<file path="src/rtl/seq_alu.sv">
// seq_alu: multi-cycle signed ALU behind valid/ready handshakes on its
// input and output. Ops: add/sub/and/or/shl/asr (1 cycle), mul/div
// (WIDTH cycles, shift-add and restoring on operand magnitudes).
// Ports: clk, rst_n (async, active low); in_valid/in_ready, a, b,
// ALUControl; out_valid/out_ready, result, overflow, carry, negative,
// zero. Optional macro SEQ_ALU_REMAINDER_EN adds the remainder port.
module seq_alu #(
   parameter int WIDTH = 8,
   parameter int SHW   = $clog2(WIDTH) + 1
) (
   input  logic             clk,
   input  logic             rst_n,
   input  logic             in_valid,
   output logic             in_ready,
   input  logic [WIDTH-1:0] a,
   input  logic [WIDTH-1:0] b,
   input  logic [2:0]       ALUControl,
   output logic             out_valid,
   input  logic             out_ready,
   output logic [WIDTH-1:0] result,
   output logic             overflow,
   output logic             carry,
   output logic             negative,
   output logic             zero
`ifdef SEQ_ALU_REMAINDER_EN
   ,
   output logic [WIDTH-1:0] remainder
`endif
);

   localparam int CW = $clog2(WIDTH + 1);
   localparam int MSB = WIDTH - 1;

   localparam logic [2:0] OP_ADD = 3'b000;
   localparam logic [2:0] OP_SUB = 3'b001;
   localparam logic [2:0] OP_AND = 3'b010;
   localparam logic [2:0] OP_OR  = 3'b011;
   localparam logic [2:0] OP_DIV = 3'b100;
   localparam logic [2:0] OP_MUL = 3'b101;
   localparam logic [2:0] OP_SHL = 3'b110;
   localparam logic [2:0] OP_ASR = 3'b111;

   typedef enum logic [1:0] {IDLE, CALC, DONE} state_t;

   state_t state, state_nxt;

   logic [CW-1:0]      count;
   logic [2:0]         op_q;
   logic [WIDTH-1:0]   a_q, b_q;
   logic [2*WIDTH-1:0] acc, mcand;
   logic [WIDTH-1:0]   mplr;
   logic [WIDTH-1:0]   rem_r, quo, dvs;

   logic accept, iter_op, last, load;

   assign accept  = in_valid && in_ready;
   assign iter_op = (ALUControl == OP_DIV) || (ALUControl == OP_MUL);
   assign last    = (state == CALC) && (count == CW'(1));
   assign load    = (accept && !iter_op) || last;

   // ---------------- FSM ----------------
   always_ff @(posedge clk or negedge rst_n) begin
      if (!rst_n) state <= IDLE;
      else        state <= state_nxt;
   end

   always_comb begin
      state_nxt = state;
      unique case (state)
         IDLE:    if (accept) state_nxt = iter_op ? CALC : DONE;
         CALC:    if (last) state_nxt = DONE;
         DONE:    if (out_ready) state_nxt = IDLE;
         default: state_nxt = IDLE;
      endcase
   end

   always_comb begin
      in_ready  = (state == IDLE);
      out_valid = (state == DONE);
   end

   // ---------------- single-cycle ops ----------------
   logic [SHW-1:0]        shamt;
   logic                  big;
   logic [WIDTH:0]        add_w, sub_w, shl_w;
   logic signed [WIDTH:0] asr_w;

   assign shamt = b[SHW-1:0];
   // Nonzero bits above the shift field count as an oversized shift.
   assign big   = (|b[WIDTH-1:SHW]) || (shamt >= SHW'(WIDTH));
   assign add_w = {1'b0, a} + {1'b0, b};
   assign sub_w = {1'b0, a} - {1'b0, b};
   // One extra bit captures the last bit shifted out.
   assign shl_w = {1'b0, a} << shamt;
   assign asr_w = $signed({a, 1'b0}) >>> shamt;

   logic [WIDTH-1:0] f_res;
   logic             f_c, f_v;

   always_comb begin
      f_res = '0;
      f_c   = 1'b0;
      f_v   = 1'b0;
      case (ALUControl)
         OP_ADD: begin
            f_res = add_w[MSB:0];
            f_c   = add_w[WIDTH];
            f_v   = (a[MSB] == b[MSB]) && (add_w[MSB] != a[MSB]);
         end
         OP_SUB: begin
            f_res = sub_w[MSB:0];
            f_c   = ~sub_w[WIDTH];
            f_v   = (a[MSB] != b[MSB]) && (sub_w[MSB] != a[MSB]);
         end
         OP_AND: f_res = a & b;
         OP_OR:  f_res = a | b;
         OP_SHL: begin
            if (!big) begin
               f_res = shl_w[MSB:0];
               f_c   = shl_w[WIDTH];
            end
            f_v = (a[MSB] != f_res[MSB]);
         end
         OP_ASR: begin
            if (big) begin
               f_res = {WIDTH{a[MSB]}};
               f_c   = a[MSB];
            end else begin
               f_res = asr_w[WIDTH:1];
               f_c   = asr_w[0];
            end
         end
         default: ;
      endcase
   end

   // ---------------- iterative engine ----------------
   logic [WIDTH-1:0]   ma, mb;
   logic               neg_q;
   logic [2*WIDTH-1:0] mul_sum, prod;
   logic [WIDTH:0]     rs, df;
   logic               ge;
   logic [WIDTH-1:0]   rem_n, quo_n, quo_s;

   assign ma    = a[MSB] ? -a : a;
   assign mb    = b[MSB] ? -b : b;
   assign neg_q = a_q[MSB] ^ b_q[MSB];

   assign mul_sum = acc + (mplr[0] ? mcand : '0);
   assign prod    = neg_q ? -mul_sum : mul_sum;

   // Restoring step: shift next dividend bit in, subtract if it fits.
   assign rs    = {rem_r, quo[MSB]};
   assign df    = rs - {1'b0, dvs};
   assign ge    = ~df[WIDTH];
   assign rem_n = ge ? df[MSB:0] : rs[MSB:0];
   assign quo_n = {quo[MSB-1:0], ge};
   assign quo_s = neg_q ? -quo_n : quo_n;

   logic [WIDTH-1:0] e_res;
   logic             e_c, e_v;

   always_comb begin
      e_res = '0;
      e_c   = 1'b0;
      e_v   = 1'b0;
      if (op_q == OP_MUL) begin
         e_res = prod[MSB:0];
         e_c   = |prod[2*WIDTH-1:WIDTH];
         e_v   = prod[2*WIDTH-1:WIDTH] != {WIDTH{prod[MSB]}};
      end else if (b_q == '0) begin
         e_v = 1'b1;
      end else begin
         e_res = quo_s;
         e_v   = (a_q == {1'b1, {(WIDTH-1){1'b0}}}) && (&b_q);
      end
   end

   logic [WIDTH-1:0] d_res;
   logic             d_c, d_v;

   assign d_res = (state == CALC) ? e_res : f_res;
   assign d_c   = (state == CALC) ? e_c : f_c;
   assign d_v   = (state == CALC) ? e_v : f_v;

   always_ff @(posedge clk or negedge rst_n) begin
      if (!rst_n) begin
         count <= '0;
         op_q  <= '0;
         a_q   <= '0;
         b_q   <= '0;
         acc   <= '0;
         mcand <= '0;
         mplr  <= '0;
         rem_r <= '0;
         quo   <= '0;
         dvs   <= '0;
      end else if (accept) begin
         count <= CW'(WIDTH);
         op_q  <= ALUControl;
         a_q   <= a;
         b_q   <= b;
         acc   <= '0;
         mcand <= {{WIDTH{1'b0}}, ma};
         mplr  <= mb;
         rem_r <= '0;
         quo   <= ma;
         dvs   <= mb;
      end else if (state == CALC) begin
         count <= count - CW'(1);
         acc   <= mul_sum;
         mcand <= mcand << 1;
         mplr  <= mplr >> 1;
         rem_r <= rem_n;
         quo   <= quo_n;
      end
   end

   // ---------------- result registers ----------------
   always_ff @(posedge clk or negedge rst_n) begin
      if (!rst_n) begin
         result   <= '0;
         carry    <= 1'b0;
         overflow <= 1'b0;
         negative <= 1'b0;
         zero     <= 1'b0;
      end else if (load) begin
         result   <= d_res;
         carry    <= d_c;
         overflow <= d_v;
         negative <= d_res[MSB];
         zero     <= (d_res == '0);
      end
   end

`ifdef SEQ_ALU_REMAINDER_EN
   logic [WIDTH-1:0] rem_s, d_rem;

   // Remainder follows the sign of the dividend.
   assign rem_s = a_q[MSB] ? -rem_n : rem_n;

   always_comb begin
      d_rem = '0;
      if (state == CALC && op_q == OP_DIV)
         d_rem = (b_q == '0) ? a_q : rem_s;
   end

   always_ff @(posedge clk or negedge rst_n) begin
      if (!rst_n)    remainder <= '0;
      else if (load) remainder <= d_rem;
   end
`endif

endmodule

</file>
<file path="config.mk">
export PLATFORM = sky130hd
export DESIGN_NAME = seq_alu
export DESIGN_NICKNAME = d
export VERILOG_FILES = /design/src/rtl/seq_alu.sv
export SDC_FILE = /design/constraint.sdc
export NUM_CORES = 1
export LEC_CHECK = 0
export BUFFER_PORTS_ARGS = -buffer_cell sky130_fd_sc_hd__clkbuf_2
export CAP_MARGIN = 30
export CORE_ASPECT_RATIO = 1.1
export CORE_UTILIZATION = 55
export CTS_CLUSTER_SIZE = 40
export DETAILED_ROUTE_END_ITERATION = 16
export HOLD_SLACK_MARGIN = 0.15
export PLACE_DENSITY = 0.73
export SLEW_MARGIN = 20
export SYNTH_ARGS = -nofsm -noshare
export SYNTH_HDL_FRONTEND = slang
export SYNTH_SLANG_ARGS = --single-unit
</file>
<file path="constraint.sdc">
create_clock -name clk -period 4.6 [get_ports clk]
set_clock_uncertainty 0.1 [all_clocks]
set_input_delay 0.23 -clock clk [delete_from_list [all_inputs] [get_ports clk]]
set_output_delay 0.23 -clock clk [all_outputs]
set_load 0.02 [all_outputs]
</file>
==> flow_summary.toml <==
[outcome]
outcome = "finished, final reports clean"

[timing]
maxSlewViolCount = 0
finalSetupTns_ps = 0
setup_viol = 0
clock.fmax_mhz = 235.4
period_minus_slack_ps = 4248
period_share_pct = 92.35
finalHoldViolCount = 0
max_slew_margin_pct = 42.70
worstMarginPinSlew_ps = 853.3
rsz0062_at_grt = "no"

[floorplanning]
die_w_um = 116.3
initial_core_util_pct = 56.84
core_area_sq_um = 13910
ioPinCount = 37
dieArea_sq_um = 14860
fp-row-count = 45
die_h_um = 127.7

[placement]
dpl.cell_count = 1133
routabilityCongestion = 0.9514
dp.final_hpwl_mm = 15.90
port_buffers = 36

[final_layout]
fin_nets = 1039
multi_input_area_sq_um = 5051
diodes = 0
final_cell_mix = "120 x nand2_1, 99 x dfrtp_1, 85 x o21ai_0"
nFillCells = 1257
instances_no_fill = 1151
seq_area_sq_um = 2477
area.growth.synth_to_final_pct = 8.389
final_common_cell = "nand2_1"
drive_gt1_share_pct = 10.38

[yosys]
synthDistinctLibCells = 74
ys_async_sr_fraction_pct = 100.0
syn_inst = 944
synthFlopType = "dfrtp_1"
synth-seq-cells = 99
avgSynthCellArea_sq_um = 8.374
synth_nets = 1025
synth_edf_count = 0
netlist_area_sq_um = 7905
yosysWarnings = 0
seq_area_frac_synth_pct = 31.34

[worst_setup_path]
crit_fanout = 6
cp-end-kind = "flip-flop"
path_class = "flip-flop to flip-flop"
crit_path_start_kind = "flip-flop"
arrival_ps = 4390
required_ps = 4750

[global_route]
track_usage_pct = 31.01
overflow = 0
antenna_found_initial = 0
grt_max_degree = 62
grt_pass1_wl_mm = 35.51
grt_pass1_vias = 6958

[power]
ir_drop_mv = 0.2828
powerDensity_nw_per_um2 = 623.7
p_leak_nw = 3.845

[cts]
cts_buffers = 9
cts_max_path_buffers = 2
cts_tree = "done"
clkTransAtPathRegs_ps = 80
cts-root-buf = "clkbuf_16"
clk_latency_ps = 360
cts.sinks = 99
htreeDepth = 3

[job]
drv_cap = 0

[routing]
route.detailed.wl_per_inst_um = 18.76
drtIter0Drc = 618
totalWireLength_mm = 21.60
ant_nets = 0
drc = 0
num_vias = 7124
dr.pass1.iters = 5
viasPerCell = 6.189

[worst_hold_path]
hold_class = "input port to flip-flop"
[routing by layer]
layer	vias up	share of wire, %	GRT usage (%)
li1	3424	-	-
met1	3433	43	40.42
met2	219	49	50.57
met3	48	4.9	5.343
met4	0	3.7	13.05
met5	-	0	0
[layout make-up]
class,count,area share (%)
Inverter,50,2.190
Tap cell,188,2.745
Clock inverter,5,0.5403
Timing Repair Buffer,55,3.826
Clock buffer,11,2.833
Multi-Input combinational cell,743,58.95
Sequential cell,99,28.91
[worst max-delay path, stage by stage (launching register included)]
cell,delay (ps)
dfrtp_1,410
and2_1,170
ha_1,210
fa_1,420
a21o_1,220
a221oi_4,430
xnor2_2,200
nor4_4,410
nand3_2,120
mux2_1,310
or3_1,310
a2111o_1,400
o31a_1,250
o22a_1,170
[worst paths after layout]
check                                          start  slack, ps                     to  depth (start not counted)
min in group asynchronous                      rst_n        380  mcand[14]$_DFFE_PN0P_                          2
worst min-delay path                   ALUControl[2]        190    op_q[2]$_DFFE_PN0P_                          3
worst min register to register    dvs[2]$_DFFE_PN0P_        380     dvs[2]$_DFFE_PN0P_                          1
worst max register to register  mcand[0]$_DFFE_PN0P_        350      carry$_DFFE_PN0P_                         13
max in group asynchronous                      rst_n       2980     acc[1]$_DFFE_PN0P_                          3
worst max-delay path            mcand[0]$_DFFE_PN0P_        350      carry$_DFFE_PN0P_                         13
[power by group]
group / internal [W] / switching (W)
Sequential: 0.00121 / 0.000278
Combinational: 0.00121 / 0.00189
Clock: 0.000391 / 0.000356
[state kept, by name, summed over array words and instances, names as in the netlist, 7 cells and up]
name	flops
acc	16
mplr	8
dvs	7
b_q	8
quo	8
result	8
rem_r	8
mcand	16
a_q	8
[stage by stage]
step                worst slack [ps]  util [%]  power (W)  instance area, sq um  hold slack (ps)
finish                         351.9     61.61   0.005344                  8568            189.9
global route                   135.3     61.61   0.005788                  8568            181.8
CTS                            301.6     61.57   0.005334                  8563            163.8
detailed placement             367.0     59.35   0.004563                  8254            257.3
global placement               382.8     59.32   0.004510                  8249            255.2
floorplan                      443.2         -   0.003759                  7905           -165.6
[repair_timing]
item	4_1_cts	5_1_grt
hold endpoints to repair	61	0
hold buffers	2	0
gates resized for setup	0	1
setup endpoints to repair	0	1
setup buffers	0	0
[Yosys cell counts, drive strengths merged, types with 5 or more instances]
library cell	number	area, sq um
nand2	121	454.2
dfrtp	99	2477
o21ai	85	425.4
nor2	82	307.8
a21oi	57	285.3
ha	54	675.7
inv	47	176.4
clkbuf	42	157.7
xnor2	39	349.1
and2	20	125.1
nor3	20	100.1
mux2i	17	170.2
nand3	17	90.09
a31oi	14	87.58
a21o	13	97.59
a221o	13	130.1
mux4	11	247.7
a211oi	10	75.07
buf	10	48.80
o22ai	10	62.56
xor2	10	87.58
nand2b	9	56.30
o31ai	8	60.06
a22o	7	61.31
and3	7	43.79
nor2b	7	43.79
nor4	7	58.81
o21bai	7	52.55
mux2	6	67.56
o21a	6	45.04
a22oi	5	37.54
nand4	5	31.28
o211ai	5	37.54
o311ai	5	43.79
or3	5	31.28
[cell families (layout without fill, tap and decap cells)]
group           after synthesis  in the layout  share of synthesized area, %
mux                          34             34                         6.141
compound gates              287            287                         23.92
xor+xnor                     49             49                         5.524
simple gates                315            315                         18.53
fa+ha+maj                    58             58                         9.560
buf+inv                     102            121                         4.986
flops                        99             99                         31.34
(Power assumes the default switching activity.)
